File: config.mk
export PLATFORM = sky130hd
export DESIGN_NAME = ex_stage_flat
export DESIGN_NICKNAME = d
export VERILOG_FILES = /design/src/rtl/ex_stage_pkg.sv /design/src/rtl/ex_stage_if.sv /design/src/rtl/ex_stage_muldiv.sv /design/src/rtl/ex_stage.sv /design/src/flat_wrapper.sv
export SDC_FILE = /design/constraint.sdc
export NUM_CORES = 1
export LEC_CHECK = 0
export BUFFER_PORTS_ARGS = -buffer_cell sky130_fd_sc_hd__buf_2
export CELL_PAD_IN_SITES_DETAIL_PLACEMENT = 1
export CELL_PAD_IN_SITES_GLOBAL_PLACEMENT = 1
export CORE_AREA = 2 2 345 176
export CTS_BUF_LIST = sky130_fd_sc_hd__clkbuf_2
export DETAILED_ROUTE_END_ITERATION = 12
export DIE_AREA = 0 0 347 178
export PLACE_DENSITY = 0.66
export SYNTH_ARGS = -nofsm -noshare
export SYNTH_HDL_FRONTEND = slang
export SYNTH_SLANG_ARGS = --single-unit
File: constraint.sdc
create_clock -name clk -period 5.7 [get_ports clk]
set_input_delay 0 -clock clk [delete_from_list [all_inputs] [get_ports clk]]
set_output_delay 0 -clock clk [all_outputs]
set_load 0.02 [all_outputs]
File: src/rtl/ex_stage_pkg.sv
// ex_stage_pkg: shared definitions for the execute stage.
//   ALUOp encodings, R-type funct codes and the multiply/divide FSM states.
package ex_stage_pkg;

    localparam logic [1:0] ALU_ADD   = 2'b00;
    localparam logic [1:0] ALU_SUB   = 2'b01;
    localparam logic [1:0] ALU_RTYPE = 2'b10;
    localparam logic [1:0] ALU_ORI   = 2'b11;

    localparam logic [5:0] FUNCT_ADD   = 6'h20;
    localparam logic [5:0] FUNCT_SUB   = 6'h22;
    localparam logic [5:0] FUNCT_AND   = 6'h24;
    localparam logic [5:0] FUNCT_OR    = 6'h25;
    localparam logic [5:0] FUNCT_SLT   = 6'h2A;
    localparam logic [5:0] FUNCT_MULTU = 6'h19;
    localparam logic [5:0] FUNCT_DIVU  = 6'h1B;
    localparam logic [5:0] FUNCT_MFHI  = 6'h10;
    localparam logic [5:0] FUNCT_MFLO  = 6'h12;

    typedef enum logic [1:0] {
        MD_IDLE = 2'd0,
        MD_MUL  = 2'd1,
        MD_DIV  = 2'd2
    } md_state_e;

endpackage

File: src/rtl/ex_stage_if.sv
// ex_stage_if: bundles the ID/EX inputs, writeback forwarding inputs and the
// EX/MEM outputs of the execute stage.
//   master : drives ID/EX and WB signals, observes stall and MEM_ outputs.
//   slave  : the execute stage itself.
interface ex_stage_if;
    logic        EX_RegDst;
    logic        EX_RegWrite;
    logic        EX_MemRead;
    logic        EX_MemWrite;
    logic        EX_ALUSrc;
    logic        EX_MemtoReg;
    logic [1:0]  EX_ALUOp;
    logic [31:0] EX_rdata1;
    logic [31:0] EX_rdata2;
    logic [31:0] EX_const_or_addr;
    logic [4:0]  EX_rs;
    logic [4:0]  EX_rt;
    logic [4:0]  EX_rd;
    logic        WB_RegWrite;
    logic [4:0]  WB_wreg;
    logic [31:0] WB_wdata;
    logic        stall;
    logic        MEM_RegWrite;
    logic        MEM_MemRead;
    logic        MEM_MemWrite;
    logic        MEM_MemtoReg;
    logic [31:0] MEM_alu_result;
    logic [31:0] MEM_wdata;
    logic [4:0]  MEM_wreg;

    modport master (
        output EX_RegDst, EX_RegWrite, EX_MemRead, EX_MemWrite, EX_ALUSrc, EX_MemtoReg,
        output EX_ALUOp, EX_rdata1, EX_rdata2, EX_const_or_addr, EX_rs, EX_rt, EX_rd,
        output WB_RegWrite, WB_wreg, WB_wdata,
        input  stall, MEM_RegWrite, MEM_MemRead, MEM_MemWrite, MEM_MemtoReg,
        input  MEM_alu_result, MEM_wdata, MEM_wreg
    );

    modport slave (
        input  EX_RegDst, EX_RegWrite, EX_MemRead, EX_MemWrite, EX_ALUSrc, EX_MemtoReg,
        input  EX_ALUOp, EX_rdata1, EX_rdata2, EX_const_or_addr, EX_rs, EX_rt, EX_rd,
        input  WB_RegWrite, WB_wreg, WB_wdata,
        output stall, MEM_RegWrite, MEM_MemRead, MEM_MemWrite, MEM_MemtoReg,
        output MEM_alu_result, MEM_wdata, MEM_wreg
    );
endinterface

File: src/rtl/ex_stage_muldiv.sv
// muldiv_unit: iterative 32-step unsigned multiply (shift-add) and divide
// (restoring), holding HI/LO.
//   clk, rst      : clock, synchronous active-low reset (aborts any operation)
//   start_mul_i   : begin multu with op_a_i * op_b_i
//   start_div_i   : begin divu with op_a_i / op_b_i
//   busy_o        : FSM not idle
//   hi_o, lo_o    : HI/LO registers
module muldiv_unit
    import ex_stage_pkg::*;
(
    input  logic        clk,
    input  logic        rst,
    input  logic        start_mul_i,
    input  logic        start_div_i,
    input  logic [31:0] op_a_i,
    input  logic [31:0] op_b_i,
    output logic        busy_o,
    output logic [31:0] hi_o,
    output logic [31:0] lo_o
);
    md_state_e   state_q, state_d;
    logic [5:0]  cnt_q;
    // Upper half: partial product / remainder; lower half: multiplier / quotient.
    logic [63:0] work_q;
    // Multiplicand or divisor.
    logic [31:0] opnd_q;
    logic [31:0] hi_q, lo_q;
    logic [63:0] step_s;
    logic [32:0] mul_sum_s;
    logic [32:0] div_shift_s;
    logic [31:0] div_diff_s;
    logic        last_step_s;

    // FSM state register
    always_ff @(posedge clk) begin
        if (!rst) begin
            state_q <= MD_IDLE;
        end else begin
            state_q <= state_d;
        end
    end

    // FSM next-state logic
    always_comb begin
        state_d     = state_q;
        last_step_s = (cnt_q == 6'd31);
        case (state_q)
            MD_IDLE: begin
                if (start_mul_i) begin
                    state_d = MD_MUL;
                end else if (start_div_i) begin
                    state_d = MD_DIV;
                end else begin
                    state_d = MD_IDLE;
                end
            end
            MD_MUL, MD_DIV: begin
                if (last_step_s) begin
                    state_d = MD_IDLE;
                end else begin
                    state_d = state_q;
                end
            end
            default: state_d = MD_IDLE;
        endcase
    end

    // FSM outputs
    always_comb begin
        case (state_q)
            MD_IDLE: busy_o = 1'b0;
            default: busy_o = 1'b1;
        endcase
    end

    // One iteration of the selected algorithm
    always_comb begin
        mul_sum_s   = {1'b0, work_q[63:32]} + (work_q[0] ? {1'b0, opnd_q} : 33'd0);
        div_shift_s = {work_q[63:32], work_q[31]};
        // Only meaningful when no borrow, and then it fits in 32 bits.
        div_diff_s  = div_shift_s[31:0] - opnd_q;
        case (state_q)
            MD_MUL: step_s = {mul_sum_s, work_q[31:1]};
            MD_DIV: begin
                if (div_shift_s >= {1'b0, opnd_q}) begin
                    step_s = {div_diff_s, work_q[30:0], 1'b1};
                end else begin
                    step_s = {div_shift_s[31:0], work_q[30:0], 1'b0};
                end
            end
            default: step_s = work_q;
        endcase
    end

    // Operand latch, iteration and HI/LO update
    always_ff @(posedge clk) begin
        if (!rst) begin
            cnt_q  <= 6'd0;
            work_q <= 64'd0;
            opnd_q <= 32'd0;
            hi_q   <= 32'd0;
            lo_q   <= 32'd0;
        end else begin
            case (state_q)
                MD_IDLE: begin
                    cnt_q <= 6'd0;
                    if (start_mul_i) begin
                        work_q <= {32'd0, op_b_i};
                        opnd_q <= op_a_i;
                    end else if (start_div_i) begin
                        work_q <= {32'd0, op_a_i};
                        opnd_q <= op_b_i;
                    end else begin
                        work_q <= work_q;
                        opnd_q <= opnd_q;
                    end
                end
                MD_MUL, MD_DIV: begin
                    work_q <= step_s;
                    if (last_step_s) begin
                        cnt_q <= 6'd0;
                        hi_q  <= step_s[63:32];
                        lo_q  <= step_s[31:0];
                    end else begin
                        cnt_q <= cnt_q + 6'd1;
                    end
                end
                default: cnt_q <= 6'd0;
            endcase
        end
    end

    assign hi_o = hi_q;
    assign lo_o = lo_q;

endmodule

File: src/rtl/ex_stage.sv
// ex_stage: pipeline execute stage with operand forwarding, ALU, an iterative
// multiply/divide unit and the EX/MEM pipeline register.
//   clk  : clock
//   rst  : synchronous active-low reset
//   bus  : ID/EX inputs, WB forwarding inputs, stall and MEM_ outputs
module ex_stage
    import ex_stage_pkg::*;
(
    input  logic      clk,
    input  logic      rst,
    ex_stage_if.slave bus
);
    logic [31:0] op_a_s, op_rt_s, op_b_s, alu_res_s;
    logic [5:0]  funct_s;
    logic        rw_ok_s, uses_md_s, is_mul_s, is_div_s;
    logic        md_busy_s, stall_s;
    logic [31:0] hi_s, lo_s;

    logic        mem_regwrite_q, mem_memread_q, mem_memwrite_q, mem_memtoreg_q;
    logic [31:0] mem_alu_result_q, mem_wdata_q;
    logic [4:0]  mem_wreg_q;

    // A load in MEM has no value yet, so only ALU results are forwarded from MEM.
    function automatic logic [31:0] fwd(input logic [4:0] src, input logic [31:0] rf_val,
                                        input logic m_rw, input logic m_m2r,
                                        input logic [4:0] m_reg, input logic [31:0] m_val,
                                        input logic w_rw, input logic [4:0] w_reg,
                                        input logic [31:0] w_val);
        logic [31:0] r;
        if (m_rw && !m_m2r && (m_reg != 5'd0) && (m_reg == src)) begin
            r = m_val;
        end else if (w_rw && (w_reg != 5'd0) && (w_reg == src)) begin
            r = w_val;
        end else begin
            r = rf_val;
        end
        return r;
    endfunction

    // Operand forwarding and B-operand select
    always_comb begin
        op_a_s  = fwd(bus.EX_rs, bus.EX_rdata1, mem_regwrite_q, mem_memtoreg_q, mem_wreg_q,
                      mem_alu_result_q, bus.WB_RegWrite, bus.WB_wreg, bus.WB_wdata);
        op_rt_s = fwd(bus.EX_rt, bus.EX_rdata2, mem_regwrite_q, mem_memtoreg_q, mem_wreg_q,
                      mem_alu_result_q, bus.WB_RegWrite, bus.WB_wreg, bus.WB_wdata);
        if (bus.EX_ALUSrc) begin
            op_b_s = bus.EX_const_or_addr;
        end else begin
            op_b_s = op_rt_s;
        end
    end

    // ALU and funct decode
    always_comb begin
        alu_res_s = 32'd0;
        rw_ok_s   = 1'b1;
        uses_md_s = 1'b0;
        is_mul_s  = 1'b0;
        is_div_s  = 1'b0;
        funct_s   = bus.EX_const_or_addr[5:0];
        case (bus.EX_ALUOp)
            ALU_ADD: alu_res_s = op_a_s + op_b_s;
            ALU_SUB: alu_res_s = op_a_s - op_b_s;
            ALU_ORI: alu_res_s = op_a_s | op_b_s;
            ALU_RTYPE: begin
                case (funct_s)
                    FUNCT_ADD: alu_res_s = op_a_s + op_b_s;
                    FUNCT_SUB: alu_res_s = op_a_s - op_b_s;
                    FUNCT_AND: alu_res_s = op_a_s & op_b_s;
                    FUNCT_OR:  alu_res_s = op_a_s | op_b_s;
                    FUNCT_SLT: alu_res_s = ($signed(op_a_s) < $signed(op_b_s)) ? 32'd1 : 32'd0;
                    FUNCT_MULTU: begin
                        rw_ok_s   = 1'b0;
                        uses_md_s = 1'b1;
                        is_mul_s  = 1'b1;
                    end
                    FUNCT_DIVU: begin
                        rw_ok_s   = 1'b0;
                        uses_md_s = 1'b1;
                        is_div_s  = 1'b1;
                    end
                    FUNCT_MFHI: begin
                        alu_res_s = hi_s;
                        uses_md_s = 1'b1;
                    end
                    FUNCT_MFLO: begin
                        alu_res_s = lo_s;
                        uses_md_s = 1'b1;
                    end
                    default: rw_ok_s = 1'b0;
                endcase
            end
            default: rw_ok_s = 1'b0;
        endcase
        // Stall is suppressed in the reset cycle so it reads 0 while rst is low.
        stall_s = rst && md_busy_s && uses_md_s;
    end

    muldiv_unit u_muldiv (
        .clk         (clk),
        .rst         (rst),
        .start_mul_i (is_mul_s && !md_busy_s),
        .start_div_i (is_div_s && !md_busy_s),
        .op_a_i      (op_a_s),
        .op_b_i      (op_b_s),
        .busy_o      (md_busy_s),
        .hi_o        (hi_s),
        .lo_o        (lo_s)
    );

    // EX/MEM pipeline register; a stall inserts a bubble
    always_ff @(posedge clk) begin
        if (!rst || stall_s) begin
            mem_regwrite_q   <= 1'b0;
            mem_memread_q    <= 1'b0;
            mem_memwrite_q   <= 1'b0;
            mem_memtoreg_q   <= 1'b0;
            mem_alu_result_q <= 32'd0;
            mem_wdata_q      <= 32'd0;
            mem_wreg_q       <= 5'd0;
        end else begin
            mem_regwrite_q   <= bus.EX_RegWrite && rw_ok_s;
            mem_memread_q    <= bus.EX_MemRead;
            mem_memwrite_q   <= bus.EX_MemWrite;
            mem_memtoreg_q   <= bus.EX_MemtoReg;
            mem_alu_result_q <= alu_res_s;
            mem_wdata_q      <= op_rt_s;
            mem_wreg_q       <= bus.EX_RegDst ? bus.EX_rd : bus.EX_rt;
        end
    end

    assign bus.stall          = stall_s;
    assign bus.MEM_RegWrite   = mem_regwrite_q;
    assign bus.MEM_MemRead    = mem_memread_q;
    assign bus.MEM_MemWrite   = mem_memwrite_q;
    assign bus.MEM_MemtoReg   = mem_memtoreg_q;
    assign bus.MEM_alu_result = mem_alu_result_q;
    assign bus.MEM_wdata      = mem_wdata_q;
    assign bus.MEM_wreg       = mem_wreg_q;

endmodule

File: src/flat_wrapper.sv
// flat-port wrapper written by rule: the top's interface ports become plain ports
module ex_stage_flat import ex_stage_pkg::*;
  (clk, rst, bus_EX_RegDst, bus_EX_RegWrite, bus_EX_MemRead, bus_EX_MemWrite, bus_EX_ALUSrc, bus_EX_MemtoReg, bus_EX_ALUOp, bus_EX_rdata1, bus_EX_rdata2, bus_EX_const_or_addr, bus_EX_rs, bus_EX_rt, bus_EX_rd, bus_WB_RegWrite, bus_WB_wreg, bus_WB_wdata, bus_stall, bus_MEM_RegWrite, bus_MEM_MemRead, bus_MEM_MemWrite, bus_MEM_MemtoReg, bus_MEM_alu_result, bus_MEM_wdata, bus_MEM_wreg);
  ex_stage_if bus_i ();
  input  logic clk;
  input  logic rst;
  input wire logic [$bits(bus_i.EX_RegDst)-1:0] bus_EX_RegDst;
  input wire logic [$bits(bus_i.EX_RegWrite)-1:0] bus_EX_RegWrite;
  input wire logic [$bits(bus_i.EX_MemRead)-1:0] bus_EX_MemRead;
  input wire logic [$bits(bus_i.EX_MemWrite)-1:0] bus_EX_MemWrite;
  input wire logic [$bits(bus_i.EX_ALUSrc)-1:0] bus_EX_ALUSrc;
  input wire logic [$bits(bus_i.EX_MemtoReg)-1:0] bus_EX_MemtoReg;
  input wire logic [$bits(bus_i.EX_ALUOp)-1:0] bus_EX_ALUOp;
  input wire logic [$bits(bus_i.EX_rdata1)-1:0] bus_EX_rdata1;
  input wire logic [$bits(bus_i.EX_rdata2)-1:0] bus_EX_rdata2;
  input wire logic [$bits(bus_i.EX_const_or_addr)-1:0] bus_EX_const_or_addr;
  input wire logic [$bits(bus_i.EX_rs)-1:0] bus_EX_rs;
  input wire logic [$bits(bus_i.EX_rt)-1:0] bus_EX_rt;
  input wire logic [$bits(bus_i.EX_rd)-1:0] bus_EX_rd;
  input wire logic [$bits(bus_i.WB_RegWrite)-1:0] bus_WB_RegWrite;
  input wire logic [$bits(bus_i.WB_wreg)-1:0] bus_WB_wreg;
  input wire logic [$bits(bus_i.WB_wdata)-1:0] bus_WB_wdata;
  output wire logic [$bits(bus_i.stall)-1:0] bus_stall;
  output wire logic [$bits(bus_i.MEM_RegWrite)-1:0] bus_MEM_RegWrite;
  output wire logic [$bits(bus_i.MEM_MemRead)-1:0] bus_MEM_MemRead;
  output wire logic [$bits(bus_i.MEM_MemWrite)-1:0] bus_MEM_MemWrite;
  output wire logic [$bits(bus_i.MEM_MemtoReg)-1:0] bus_MEM_MemtoReg;
  output wire logic [$bits(bus_i.MEM_alu_result)-1:0] bus_MEM_alu_result;
  output wire logic [$bits(bus_i.MEM_wdata)-1:0] bus_MEM_wdata;
  output wire logic [$bits(bus_i.MEM_wreg)-1:0] bus_MEM_wreg;
  assign bus_i.EX_RegDst = bus_EX_RegDst;
  assign bus_i.EX_RegWrite = bus_EX_RegWrite;
  assign bus_i.EX_MemRead = bus_EX_MemRead;
  assign bus_i.EX_MemWrite = bus_EX_MemWrite;
  assign bus_i.EX_ALUSrc = bus_EX_ALUSrc;
  assign bus_i.EX_MemtoReg = bus_EX_MemtoReg;
  assign bus_i.EX_ALUOp = bus_EX_ALUOp;
  assign bus_i.EX_rdata1 = bus_EX_rdata1;
  assign bus_i.EX_rdata2 = bus_EX_rdata2;
  assign bus_i.EX_const_or_addr = bus_EX_const_or_addr;
  assign bus_i.EX_rs = bus_EX_rs;
  assign bus_i.EX_rt = bus_EX_rt;
  assign bus_i.EX_rd = bus_EX_rd;
  assign bus_i.WB_RegWrite = bus_WB_RegWrite;
  assign bus_i.WB_wreg = bus_WB_wreg;
  assign bus_i.WB_wdata = bus_WB_wdata;
  assign bus_stall = bus_i.stall;
  assign bus_MEM_RegWrite = bus_i.MEM_RegWrite;
  assign bus_MEM_MemRead = bus_i.MEM_MemRead;
  assign bus_MEM_MemWrite = bus_i.MEM_MemWrite;
  assign bus_MEM_MemtoReg = bus_i.MEM_MemtoReg;
  assign bus_MEM_alu_result = bus_i.MEM_alu_result;
  assign bus_MEM_wdata = bus_i.MEM_wdata;
  assign bus_MEM_wreg = bus_i.MEM_wreg;
  ex_stage u_core (.clk(clk), .rst(rst), .bus(bus_i));
endmodule
Word level (Yosys, flattened, before mapping)
Index checks and enable logic that the tools add are counted.
- add/sub/neg operators: 5
- equality and inequality tests: 21
- $lt $le $gt $ge: 2
- reduce and logical (&&, ||, !) cells: 28
- multiplexer cells: 30
- bitwise operators: 4
- operators with widths (cell ; number):
    two-way mux 32 bit ; 8
    one-hot mux 64 bit (2 select lines) ; 2
    one-hot mux 32 bit (7 select lines) ; 1
    two-way mux 64 bit ; 3
    one-hot mux 32 bit (4 select lines) ; 1
    subtractor 32 bit ; 2
    adder 32 x 32 -> 33 bit ; 1
    greater-or-equal comparator 33 x 32 -> 1 bit ; 1
    adder 32 bit ; 1
    bitwise AND 32 bit ; 1
    < comparator 32 bit ; 1
    bitwise OR 32 bit ; 1
    equality test 6 x 5 -> 1 bit, second input constant ; 5
    equality test 6 bit, second input constant ; 5
    equality test 5 bit ; 4
    logical AND 1 bit ; 12
    two-way mux 1 bit ; 10
    nonzero test 5 bit ; 2
    OR reduction 7 bit ; 1
    adder 6 x 1 -> 6 bit, second input constant ; 1
    equality test 2 bit, second input constant ; 3
    two-way mux 2 bit ; 3
    AND reduction 2 bit ; 3
    two-way mux 5 bit ; 1
    12 further kinds ; 17
- flip-flop bits (word level): 241
- word-level logic and storage cells: 103
- output and inout port bits: 74
- input port bits: 159

Logic depth before layout (Yosys ltp)
Gate-level depths: netlist of run 1.
- word-level depth: 10
- depth in mapped cells: 24
- mapped depth without buffers: 22

Hierarchy
From an unflattened synthesis of run 1, not the netlist that was laid out.
- cell total of the unflattened synthesis: 2988
- area total of the unflattened synthesis: 22617.9 µm²
- modules (own cells, without submodules) (module ; cells an instance ; area each (µm²) ; sequential area each (µm²) ; instances):
    muldiv_unit ; 1472 ; 11742.5 ; 3363.2 ; 1
    ex_stage ; 1516 ; 10875.4 ; 1461.4 ; 1

Worst setup path before layout of run 1
OpenSTA, ideal clock, no wires.
- path type: register -> register
- from: reg u_core.mem_wreg_q[0] (netlist: u_core.bus.MEM_wreg[0])
- to: reg u_core.mem_alu_result_q[23] (netlist: u_core.bus.MEM_alu_result[23])
- setup time: 132 ps
- clock period less this slack: 5153 ps
- path buffers: 3
- required time: 5568 ps
- stages on the path, launching flop included: 24
- setup slack: 547 ps
- data arrival time: 5020 ps
- path through: dfxtp_1 or4_4 o21bai_2 or3_1 clkbuf_1 clkbuf_1 nand2_1 o21ai_0 nor2_1 a21oi_1 ha_1 clkbuf_1 a21o_1 a211o_1 o211ai_1 nand2_1 o311a_1 or3_1 a21oi_1 o21ba_2 nand4b_1 and4bb_1 o22ai_1 a21oi_1
- cells in the longest elaborated chain, start to end: 8
- elaborated cells between the ends (all ways): 15
- classes of those cells: 2 x add/sub; 2 x eq/ne; 5 x mux; 2 x bitwise; 4 x reduce/logical
- ends and longest elaborated chain (element ; line ; text):
    start: declaration ; ex_stage.sv:21 ; logic [4:0] mem_wreg_q;
    start signal: assignment ; ex_stage.sv:128 ; mem_wreg_q <= bus.EX_RegDst ? bus.EX_rd : bus.EX_rt;
    nonzero test 5 bit ; ex_stage.sv:30 ; if (m_rw && !m_m2r && (m_reg != 5'd0) && (m_reg == src)) begin
    logical AND 1 bit (2 in series) ; ex_stage.sv:30 ;
    two-way mux 32 bit ; ex_stage.sv:30 ;
    two-way mux 32 bit ; ex_stage.sv:46 ; if (bus.EX_ALUSrc) begin
    subtractor 32 bit, or another cell as far along ; ex_stage.sv:63, ex_stage.sv:68 ;
    one-hot mux 32 bit (7 select lines) ; ex_stage.sv:66 ; case (funct_s)
    one-hot mux 32 bit (4 select lines) * ; ex_stage.sv:61 ; case (bus.EX_ALUOp)
    end signal: assignment ; ex_stage.sv:126 ; mem_alu_result_q <= alu_res_s;
    end: declaration ; ex_stage.sv:20 ; logic [31:0] mem_alu_result_q, mem_wdata_q;
Every way passes the cells marked *; elsewhere a longest branch is shown, timed or not.
A chain may end at the register's enable or synchronous reset.

Worst setup path in the final report of run 1
- from: reg u_core.mem_wreg_q[3] (netlist: u_core.bus.MEM_wreg[3])
- to: reg u_core.mem_alu_result_q[23] (netlist: u_core.bus.MEM_alu_result[23])
Same word-level chain as after synthesis.

==> impl_metrics.ini, run 1 <==
[clock_tree]
numClockSinks = 241
cts.path.max_buffers = 3
clock-root-buffer = sky130_fd_sc_hd__clkbuf_2
cts-htree-levels = 2
clock_latency_ps = 1130
cts_inserted_buffers = 61
tritoncts = done
clk_pin_slew_worst_paths_ps = 140

[floorplan]
io-pin-count = 233
core-area_sq_um = 58700
design.die.area_sq_um = 61800
floorplan.rows = 63
die_width_microns = 347
initial_core_util = 0.347
die_h_microns = 178

[min_path]
hold_path_depth = 5
worstHoldPathType = in2reg

[timing]
final_worst_path_period_share = 0.971
fin_setup_tns_ps = 0
final-hold-violation-count = 0
final_count_of_pins_violating_max_slew = 0
max_slew.worst_pin.slew_ps = 1140
layout_min_cycle_time_ps = 5530
slew_headroom = 0.235
fin_skew_ps = 118
clock.fmax_mhz = 181
timing.final.setup_violations = 0

[layout]
area_delta_synth_final_pct = 30.3
final_layout_size_suffix_gt1_frac = 0.147
layout.cell_area.non_filler_sq_um = 26500
final_nets = 3628

[setup_path]
timing.setup.critical_path_class = reg2reg
critPathMaxStageDelay_ps = 580
critical_path.cell_chain = or4_4, o21bai_4, nand4b_1, buf_6, nand2_1, dlygate4sd3_1, o21a_1, ha_2, a21o_1, a211o_1, o211ai_1, buf_4, nand2_2, o311a_1, or3_1, a21oi_1, o21ba_2, nand4b_1, and4bb_1, o22ai_1, a21oi_1
worst_setup_path_start_kind = register
cp-end-kind = register
cell_type_of_the_slowest_stage_on_the_worst_timing_path = sky130_fd_sc_hd__dlygate4sd3_1
ff2ff_path_depth = 21
critPathMaxFanout = 19
required_ps = 6640
worst_path_arrival_time_ps = 6470

[synth]
postSynthCellCount = 2779
synth_fp_nets = 3105
yosys.cell_count.top_type = sky130_fd_sc_hd__nand2_1
synth_sequential_area_ratio = 0.237
yosysWarningCount = 0
avg_inst_size_synth_sq_um = 7.33
synth.distinct_cells = 81
yosys.area.top_type_share = 0.237
number_of_enable_type_register_cells_in_the_synthesized_netlist = 0
ffs_w_async_s_r_synth = 0
ys_seq_elements = 241
synth.cell_area_sq_um = 20400
yosys.area.top_type = sky130_fd_sc_hd__dfxtp_1
synth.cells.most_frequent = sky130_fd_sc_hd__nand2_1 (308), sky130_fd_sc_hd__nor2_1 (288), sky130_fd_sc_hd__a21oi_1 (263), sky130_fd_sc_hd__dfxtp_1 (241), sky130_fd_sc_hd__o21ai_0 (212)
ys_dominant_reg_cell = sky130_fd_sc_hd__dfxtp_1
yosys-top-cells-area = sky130_fd_sc_hd__dfxtp_1 (24%), sky130_fd_sc_hd__ha_1 (10%), sky130_fd_sc_hd__a21oi_1 (6.5%)

[grt]
leftover_overflow_at_the_end_of_global_routing = 0
grt_pass1_wl_microns = 152000
grt_antenna_before_repair = 3
maximum_number_of_pins_on_one_net_before_global_route_repair = 73
gr-usage-all-layers = 0.318
grt_pass1_vias = 24800

[power]
irDropWorstVdd_uv = 132
finalPower_mw = 4.81
powerDensity_nw_per_um2 = 181
cellLeakagePower_nw = 11.5

[detailed_routing]
post_drt_wl_per_cell_microns = 24.7
route.antenna.remaining_nets = 0
vias_per_cell = 5.86
drt_drc_violations_left = 0
first_pass_iters = 5
drt_iter0_drc = 2215
routed-via-count = 24200
postRouteWirelength_microns = 102000

[job]
maxCapViolations = 0

[placement]
portBuffers = 232
placed_area_sq_um = 22500
hpwlAfterDp_microns = 71100
place.gp.congestion = 0.948

[status]
run_status = finished clean
## where the power goes
part	internal [mW]	switching, mW	total [mW]	leakage (nW)
Clock	0.497	0.899	1.40	0.436
Combinational	0.660	0.965	1.63	9.07
Sequential	1.74	0.0502	1.79	1.96
Total	2.89	1.91	4.81	11.5
## worst paths after layout
check,startpoint,to,slack (ps)
hold reg to reg,u_core.u_muldiv.lo_o[16]$_SDFFE_PN0P_,u_core.u_muldiv.lo_o[16]$_SDFFE_PN0P_,470
setup reg to reg,u_core.bus.MEM_wreg[3]$_SDFF_PP0_,u_core.bus.MEM_alu_result[23]$_SDFF_PP0_,170
setup / recovery,u_core.bus.MEM_wreg[3]$_SDFF_PP0_,u_core.bus.MEM_alu_result[23]$_SDFF_PP0_,170
hold / removal,rst,u_core.u_muldiv.hi_o[14]$_SDFFE_PN0P_,120
## layout by cell type (no fill, tap or decap), types with 19 or more instances in the layout
| master | synthesis | routed |
|---|---|---|
| sky130_fd_sc_hd__nand3_1 | 29 | 27 |
| sky130_fd_sc_hd__o22ai_1 | 19 | 19 |
| sky130_fd_sc_hd__a21o_1 | 62 | 62 |
| sky130_fd_sc_hd__nor2_1 | 288 | 284 |
| sky130_fd_sc_hd__nand2_1 | 308 | 306 |
| sky130_fd_sc_hd__nor3_1 | 60 | 57 |
| sky130_fd_sc_hd__buf_2 | 5 | 231 |
| sky130_fd_sc_hd__a22o_1 | 19 | 19 |
| sky130_fd_sc_hd__buf_4 | 0 | 80 |
| sky130_fd_sc_hd__a31oi_1 | 22 | 22 |
| sky130_fd_sc_hd__clkbuf_2 | 0 | 81 |
| sky130_fd_sc_hd__a22oi_1 | 23 | 23 |
| sky130_fd_sc_hd__nand2b_1 | 29 | 29 |
| sky130_fd_sc_hd__o21bai_1 | 26 | 26 |
| sky130_fd_sc_hd__a211oi_1 | 86 | 84 |
| sky130_fd_sc_hd__o21a_1 | 29 | 27 |
| sky130_fd_sc_hd__dlygate4sd3_1 | 0 | 325 |
| sky130_fd_sc_hd__and2_1 | 40 | 39 |
| sky130_fd_sc_hd__xor2_1 | 50 | 50 |
| sky130_fd_sc_hd__mux2i_1 | 117 | 117 |
| sky130_fd_sc_hd__o211ai_1 | 47 | 47 |
| sky130_fd_sc_hd__a21oi_1 | 263 | 257 |
| sky130_fd_sc_hd__o21ai_0 | 212 | 208 |
| sky130_fd_sc_hd__inv_1 | 149 | 148 |
| sky130_fd_sc_hd__o221ai_1 | 21 | 21 |
| sky130_fd_sc_hd__ha_1 | 163 | 157 |
| sky130_fd_sc_hd__dfxtp_1 | 241 | 239 |
| sky130_fd_sc_hd__xnor2_1 | 82 | 82 |
## what timing repair did
| action | in CTS | in global routing |
|---|---|---|
| gates resized for setup | 0 | 34 |
| hold buffers | 325 | 0 |
| setup endpoints to repair | 0 | 16 |
| hold endpoints to repair | 198 | 0 |
| buffers inserted | 0 | 3 |
## stage by stage
stage / hold WS (ps) / cells / util / worst slack, ps
2_1_floorplan: 133 / 2779 / - / 547
3_3_place_gp: 235 / 3689 / 0.383 / 212
3_5_place_dp: 239 / 3689 / 0.383 / 24.4
4_1_cts: 20.2 / 4123 / 0.449 / 24.9
5_1_grt: 56.8 / 4130 / 0.452 / -11.5
6_report: 122 / 4132 / 0.452 / 167
## critical path, delay by kind of cell (launching register included)
| kind | cells | cell delay, ps |
|---|---|---|
| AO/OA/AOI/OAI | 10 | 2160 |
| AND/OR/NAND/NOR | 7 | 1640 |
| buffers and inverters | 3 | 950 |
| adder cells (fa/ha/maj) | 1 | 250 |
| flip-flops | 1 | 400 |
## cell families (layout without fill, tap and decap cells)
| logic type | after synthesis | count (layout) | synth area share |
|---|---|---|---|
| muxes | 123 | 123 | 0.0608 |
| adders and majority gates | 167 | 167 | 0.104 |
| and+or+nand+nor | 844 | 846 | 0.183 |
| other | 0 | 4 | 0 |
| buffers and inverters | 333 | 900 | 0.0619 |
| xor gates and xnor gates | 132 | 132 | 0.0568 |
| DFF | 241 | 241 | 0.237 |
| AOI/OAI and AO/OA | 939 | 939 | 0.296 |
## cell type report
type / instances / area [sq um]
well taps: 780 / 976
flip-flops and latches: 241 / 4830
multi-input cells: 2207 / 14500
inverters: 150 / 569
diodes: 4 / 10.0
clock inverters: 28 / 183
fillers: 7285 / 32200
repair buffers: 641 / 5100
clock buffers: 81 / 405
## flip-flops by register name, summed over array words and instances (netlist names)
| name | flops |
|---|---|
| u_core.bus.MEM_alu_result | 32 |
| u_core.bus.MEM_MemWrite | 1 |
| u_core.bus.MEM_wreg | 5 |
| u_core.bus.MEM_RegWrite | 1 |
| u_core.u_muldiv.cnt_q | 6 |
| u_core.bus.MEM_MemRead | 1 |
| u_core.u_muldiv.work_q | 64 |
| u_core.u_muldiv.state_q | 2 |
| u_core.u_muldiv.lo_o | 32 |
| u_core.u_muldiv.hi_o | 32 |
| u_core.bus.MEM_wdata | 32 |
| u_core.u_muldiv.opnd_q | 32 |
| u_core.bus.MEM_MemtoReg | 1 |
## layer usage
metal	GRT usage	up-vias	wire length, microns
met3	0.0509	207	7180
met1	0.463	12100	48900
met2	0.486	969	43600
met5	0	-	20
li1	-	11000	-
met4	0.0803	2	2310
Note: power is estimated with default switching activity, not from simulation.
==> run 2: changes to the inputs <==
--- a/config.mk
+++ b/config.mk
@@ -8,11 +8,12 @@
 export BUFFER_PORTS_ARGS = -buffer_cell sky130_fd_sc_hd__buf_2
 export CELL_PAD_IN_SITES_DETAIL_PLACEMENT = 1
 export CELL_PAD_IN_SITES_GLOBAL_PLACEMENT = 1
-export CORE_AREA = 2 2 345 176
+export CORE_AREA = 2 2 363 185
 export CTS_BUF_LIST = sky130_fd_sc_hd__clkbuf_2
 export DETAILED_ROUTE_END_ITERATION = 12
-export DIE_AREA = 0 0 347 178
-export PLACE_DENSITY = 0.66
+export DIE_AREA = 0 0 365 187
+export PLACE_DENSITY = 0.65
 export SYNTH_ARGS = -nofsm -noshare
 export SYNTH_HDL_FRONTEND = slang
+export SYNTH_HIERARCHICAL = 1
 export SYNTH_SLANG_ARGS = --single-unit
==> impl_metrics.ini, run 2 <==
[setup_path]
ff2ff_path_depth = 21
worst-r2r-setup-slack_ps = 90
worst_setup_path_start_kind = register
crit_top_cell = sky130_fd_sc_hd__a21oi_1
critPathMaxStageDelay_ps = 580
critical_path.cell_chain = or4_4, o211ai_4, nor2_4, buf_6, nor2_1, dlygate4sd3_1, a21oi_1, o21a_1, ha_1, nand3_1, nor2_1, nand2_1, a211oi_1, buf_4, a2111oi_4, buf_4, a21oi_1, xnor2_1, o2bb2ai_1, a22oi_1, a21oi_1
critical_path.reg2reg.startpoint = u_core/bus.MEM_wreg[3]$_SDFF_PP0_
critPathMaxFanout = 28
cell_type_of_the_slowest_stage_on_the_worst_timing_path = sky130_fd_sc_hd__dlygate4sd3_1
critical_path.top_delay_family = simple AND/OR/NAND/NOR gates
critical_path.n_buffers_inverters = 4
worst_path_arrival_time_ps = 6680
required_ps = 6770
cp-end-kind = register
timing.setup.critical_path_class = reg2reg
worst_r2r_endpoint = u_core/bus.MEM_alu_result[28]$_SDFF_PP0_

[power]
cellLeakagePower_nw = 13.0
powerDensity_nw_per_um2 = 178
irDropWorstVdd_uv = 118

[placement]
place_inst = 4025
hpwlAfterDp_microns = 85400
placed_area_sq_um = 24900
portBuffers = 232
place.gp.congestion = 1.03

[synth]
synth_simple_gate_area_share = 0.195
yosysWarningCount = 6
synth_sequential_area_ratio = 0.213
synth_compound_gate_area_share = 0.352
number_of_enable_type_register_cells_in_the_synthesized_netlist = 0
synth.cells.most_frequent = sky130_fd_sc_hd__a21oi_1 (280), sky130_fd_sc_hd__nand2_1 (256), sky130_fd_sc_hd__dfxtp_1 (241), sky130_fd_sc_hd__nor2_1 (182), sky130_fd_sc_hd__o21ai_0 (168)
synth_fa_ha_area_frac = 0.0792
combinational_family_with_the_most_area_after_synthesis = compound AO/OA/AOI/OAI gates
yosys-top-cells-area = sky130_fd_sc_hd__dfxtp_1 (21%), sky130_fd_sc_hd__ha_1 (7.7%), sky130_fd_sc_hd__a21oi_1 (6.2%)
synthXorXnorAreaFrac = 0.0410
postSynthCellCount = 2988
synth_fp_nets = 3289
ys_dominant_reg_cell = sky130_fd_sc_hd__dfxtp_1
synthMuxAreaShare = 0.0501
synth.distinct_cells = 114
ffs_w_async_s_r_synth = 0
avg_inst_size_synth_sq_um = 7.57
synth.cell_area_sq_um = 22600
yosys.area.top_type_share = 0.213
ys_seq_elements = 241
yosys.area.top_type = sky130_fd_sc_hd__dfxtp_1
yosys.cell_count.top_type = sky130_fd_sc_hd__a21oi_1

[layout]
final_nets = 3859
largest_register_ffs = 64
final_layout_size_suffix_gt1_frac = 0.156
layout.cell_area.non_filler_sq_um = 29200
finalCoreUtilization = 0.445
layout.cells.most_common = sky130_fd_sc_hd__dlygate4sd3_1
area_delta_synth_final_pct = 29.2
layout.filler_cells = 8182
max_flop_register = u_core/u_muldiv/work_q
layout_common_cells = sky130_fd_sc_hd__dlygate4sd3_1 (353), sky130_fd_sc_hd__a21oi_1 (277), sky130_fd_sc_hd__nand2_1 (254), sky130_fd_sc_hd__dfxtp_1 (241), sky130_fd_sc_hd__buf_2 (231)
fin_cells = 4512

[min_path]
hold_path_depth = 9
worstHoldPathType = in2reg
min_delay_worst_endpoint = u_core/bus.MEM_alu_result[17]$_SDFF_PP0_
worstHoldStart = bus_EX_rdata1[15]

[detailed_routing]
first_pass_iters = 6
drt_iter0_drc = 2767
route.antenna.remaining_nets = 0
routed-via-count = 27600
post_drt_wl_per_cell_microns = 26.0
postRouteWirelength_microns = 117000
drt_drc_violations_left = 0
vias_per_cell = 6.12

[clock_tree]
clock_latency_ps = 1190
clk_pin_slew_worst_paths_ps = 130
tritoncts = done
cts_inserted_buffers = 67
clock-root-buffer = sky130_fd_sc_hd__clkbuf_2
cts.path.max_buffers = 3
numClockSinks = 241
cts-htree-levels = 3

[timing]
fin_skew_ps = 113
final-hold-violation-count = 0
timing.final.setup_violations = 0
final_worst_path_period_share = 0.984
final_count_of_pins_violating_max_slew = 0
max_slew.worst_pin.slew_ps = 1410
layout_min_cycle_time_ps = 5610
clock.fmax_mhz = 178
fin_setup_tns_ps = 0
worst_hold_slack_ps = 167
slew_headroom = 0.0522

[floorplan]
die_width_microns = 365
io-pin-count = 233
floorplan.rows = 67
design.die.area_sq_um = 68300
die_h_microns = 187
core-area_sq_um = 65700
initial_core_util = 0.344

[grt]
grt_pass1_wl_microns = 175000
grt_antenna_before_repair = 11
maximum_number_of_pins_on_one_net_before_global_route_repair = 99
leftover_overflow_at_the_end_of_global_routing = 0
gr-usage-all-layers = 0.334
grt_pass1_vias = 27900

[job]
maxCapViolations = 0

[status]
run_status = finished clean
[run 2: cell count changes in the layout (fill, tap and decap cells not counted), moves of 29 or more]
cell / previous run / this run
sky130_fd_sc_hd__nor2_1: 284 / 177
sky130_fd_sc_hd__o211a_1: 2 / 69
sky130_fd_sc_hd__nor2b_1: 17 / 81
sky130_fd_sc_hd__nand2_1: 306 / 254
sky130_fd_sc_hd__o21ai_0: 208 / 168
sky130_fd_sc_hd__nand4_1: 12 / 50
sky130_fd_sc_hd__buf_4: 80 / 117
sky130_fd_sc_hd__o31ai_1: 6 / 35
[run 2: worst max-delay path by stage]
stage,from,end,slack (ps),cells after the start
floorplan,u_core/bus.MEM_wreg[0]$_SDFF_PP0_,u_core/bus.MEM_alu_result[30]$_SDFF_PP0_,850,21
global placement,u_core/bus.MEM_wreg[1]$_SDFF_PP0_,u_core/bus.MEM_alu_result[28]$_SDFF_PP0_,-150,18
detailed placement,u_core/bus.MEM_wreg[1]$_SDFF_PP0_,u_core/bus.MEM_alu_result[28]$_SDFF_PP0_,-310,19
CTS,u_core/bus.MEM_wreg[3]$_SDFF_PP0_,u_core/bus.MEM_alu_result[31]$_SDFF_PP0_,1,16
global route,u_core/bus.MEM_wreg[3]$_SDFF_PP0_,u_core/bus.MEM_alu_result[15]$_SDFF_PP0_,-60,24
finish,u_core/bus.MEM_wreg[3]$_SDFF_PP0_,u_core/bus.MEM_alu_result[28]$_SDFF_PP0_,90,21
[run 2: where the power goes]
| part | leakage, nW | total, mW | switching (mW) | internal [mW] |
|---|---|---|---|---|
| registers | 1.96 | 1.79 | 0.0526 | 1.74 |
| clock network | 0.432 | 1.40 | 0.935 | 0.460 |
| logic | 10.6 | 2.03 | 1.23 | 0.797 |
[run 2: logic make-up after synthesis]
group	count (synthesis)
compound gates	1139
fa+ha+maj	142
buf+inv	362
flops	241
xor+xnor	106
simple gates	885
mux	113
[run 2: tightest hold or removal path, cell delays in order]
cell,delay (ps)
sky130_fd_sc_hd__buf_2,100
sky130_fd_sc_hd__o31ai_1,170
sky130_fd_sc_hd__a31oi_4,180
sky130_fd_sc_hd__a21boi_2,220
sky130_fd_sc_hd__a21o_2,240
sky130_fd_sc_hd__nor2_1,90
sky130_fd_sc_hd__a21boi_0,110
sky130_fd_sc_hd__nand2_1,70
sky130_fd_sc_hd__a21oi_1,70
[run 2: through the flow]
stage	power [mW]	worst slack, ps
global placement	3.47	-148
global route	5.47	-60.9
detailed placement	3.49	-306
CTS	5.12	1.09
finish	5.22	90.8
floorplan	2.87	852
[run 2: per-layer routing]
metal  routed length, microns  up-vias  track usage  part of all wire
met3                    12000      250       0.0945              0.10
li1                         -    12300            -                 -
met5                        0        -            0                 0
met2                    47000     1357        0.468              0.40
met4                     2690        0       0.0877             0.023
met1                    55700    13700        0.493              0.47
[run 2: final cells by class]
cell class / count / area (sq um) / share of cell area
antenna: 10 / 25.0 / 0.000856
timing repair buffer: 704 / 5630 / 0.193
tap: 897 / 1120 / 0.0384
inverter: 159 / 597 / 0.0204
clock inverter: 34 / 186 / 0.00638
sequential: 241 / 4820 / 0.165
multi-input combinational: 2385 / 16400 / 0.562
clock buffer: 82 / 410 / 0.0140
[run 2: what timing repair did]
item	in CTS	in global routing
endpoints found under the hold margin	238	0
gates resized for setup	2	25
pin swaps	0	5
buffers inserted	0	7
hold buffers	354	0
setup endpoints to repair	3	21
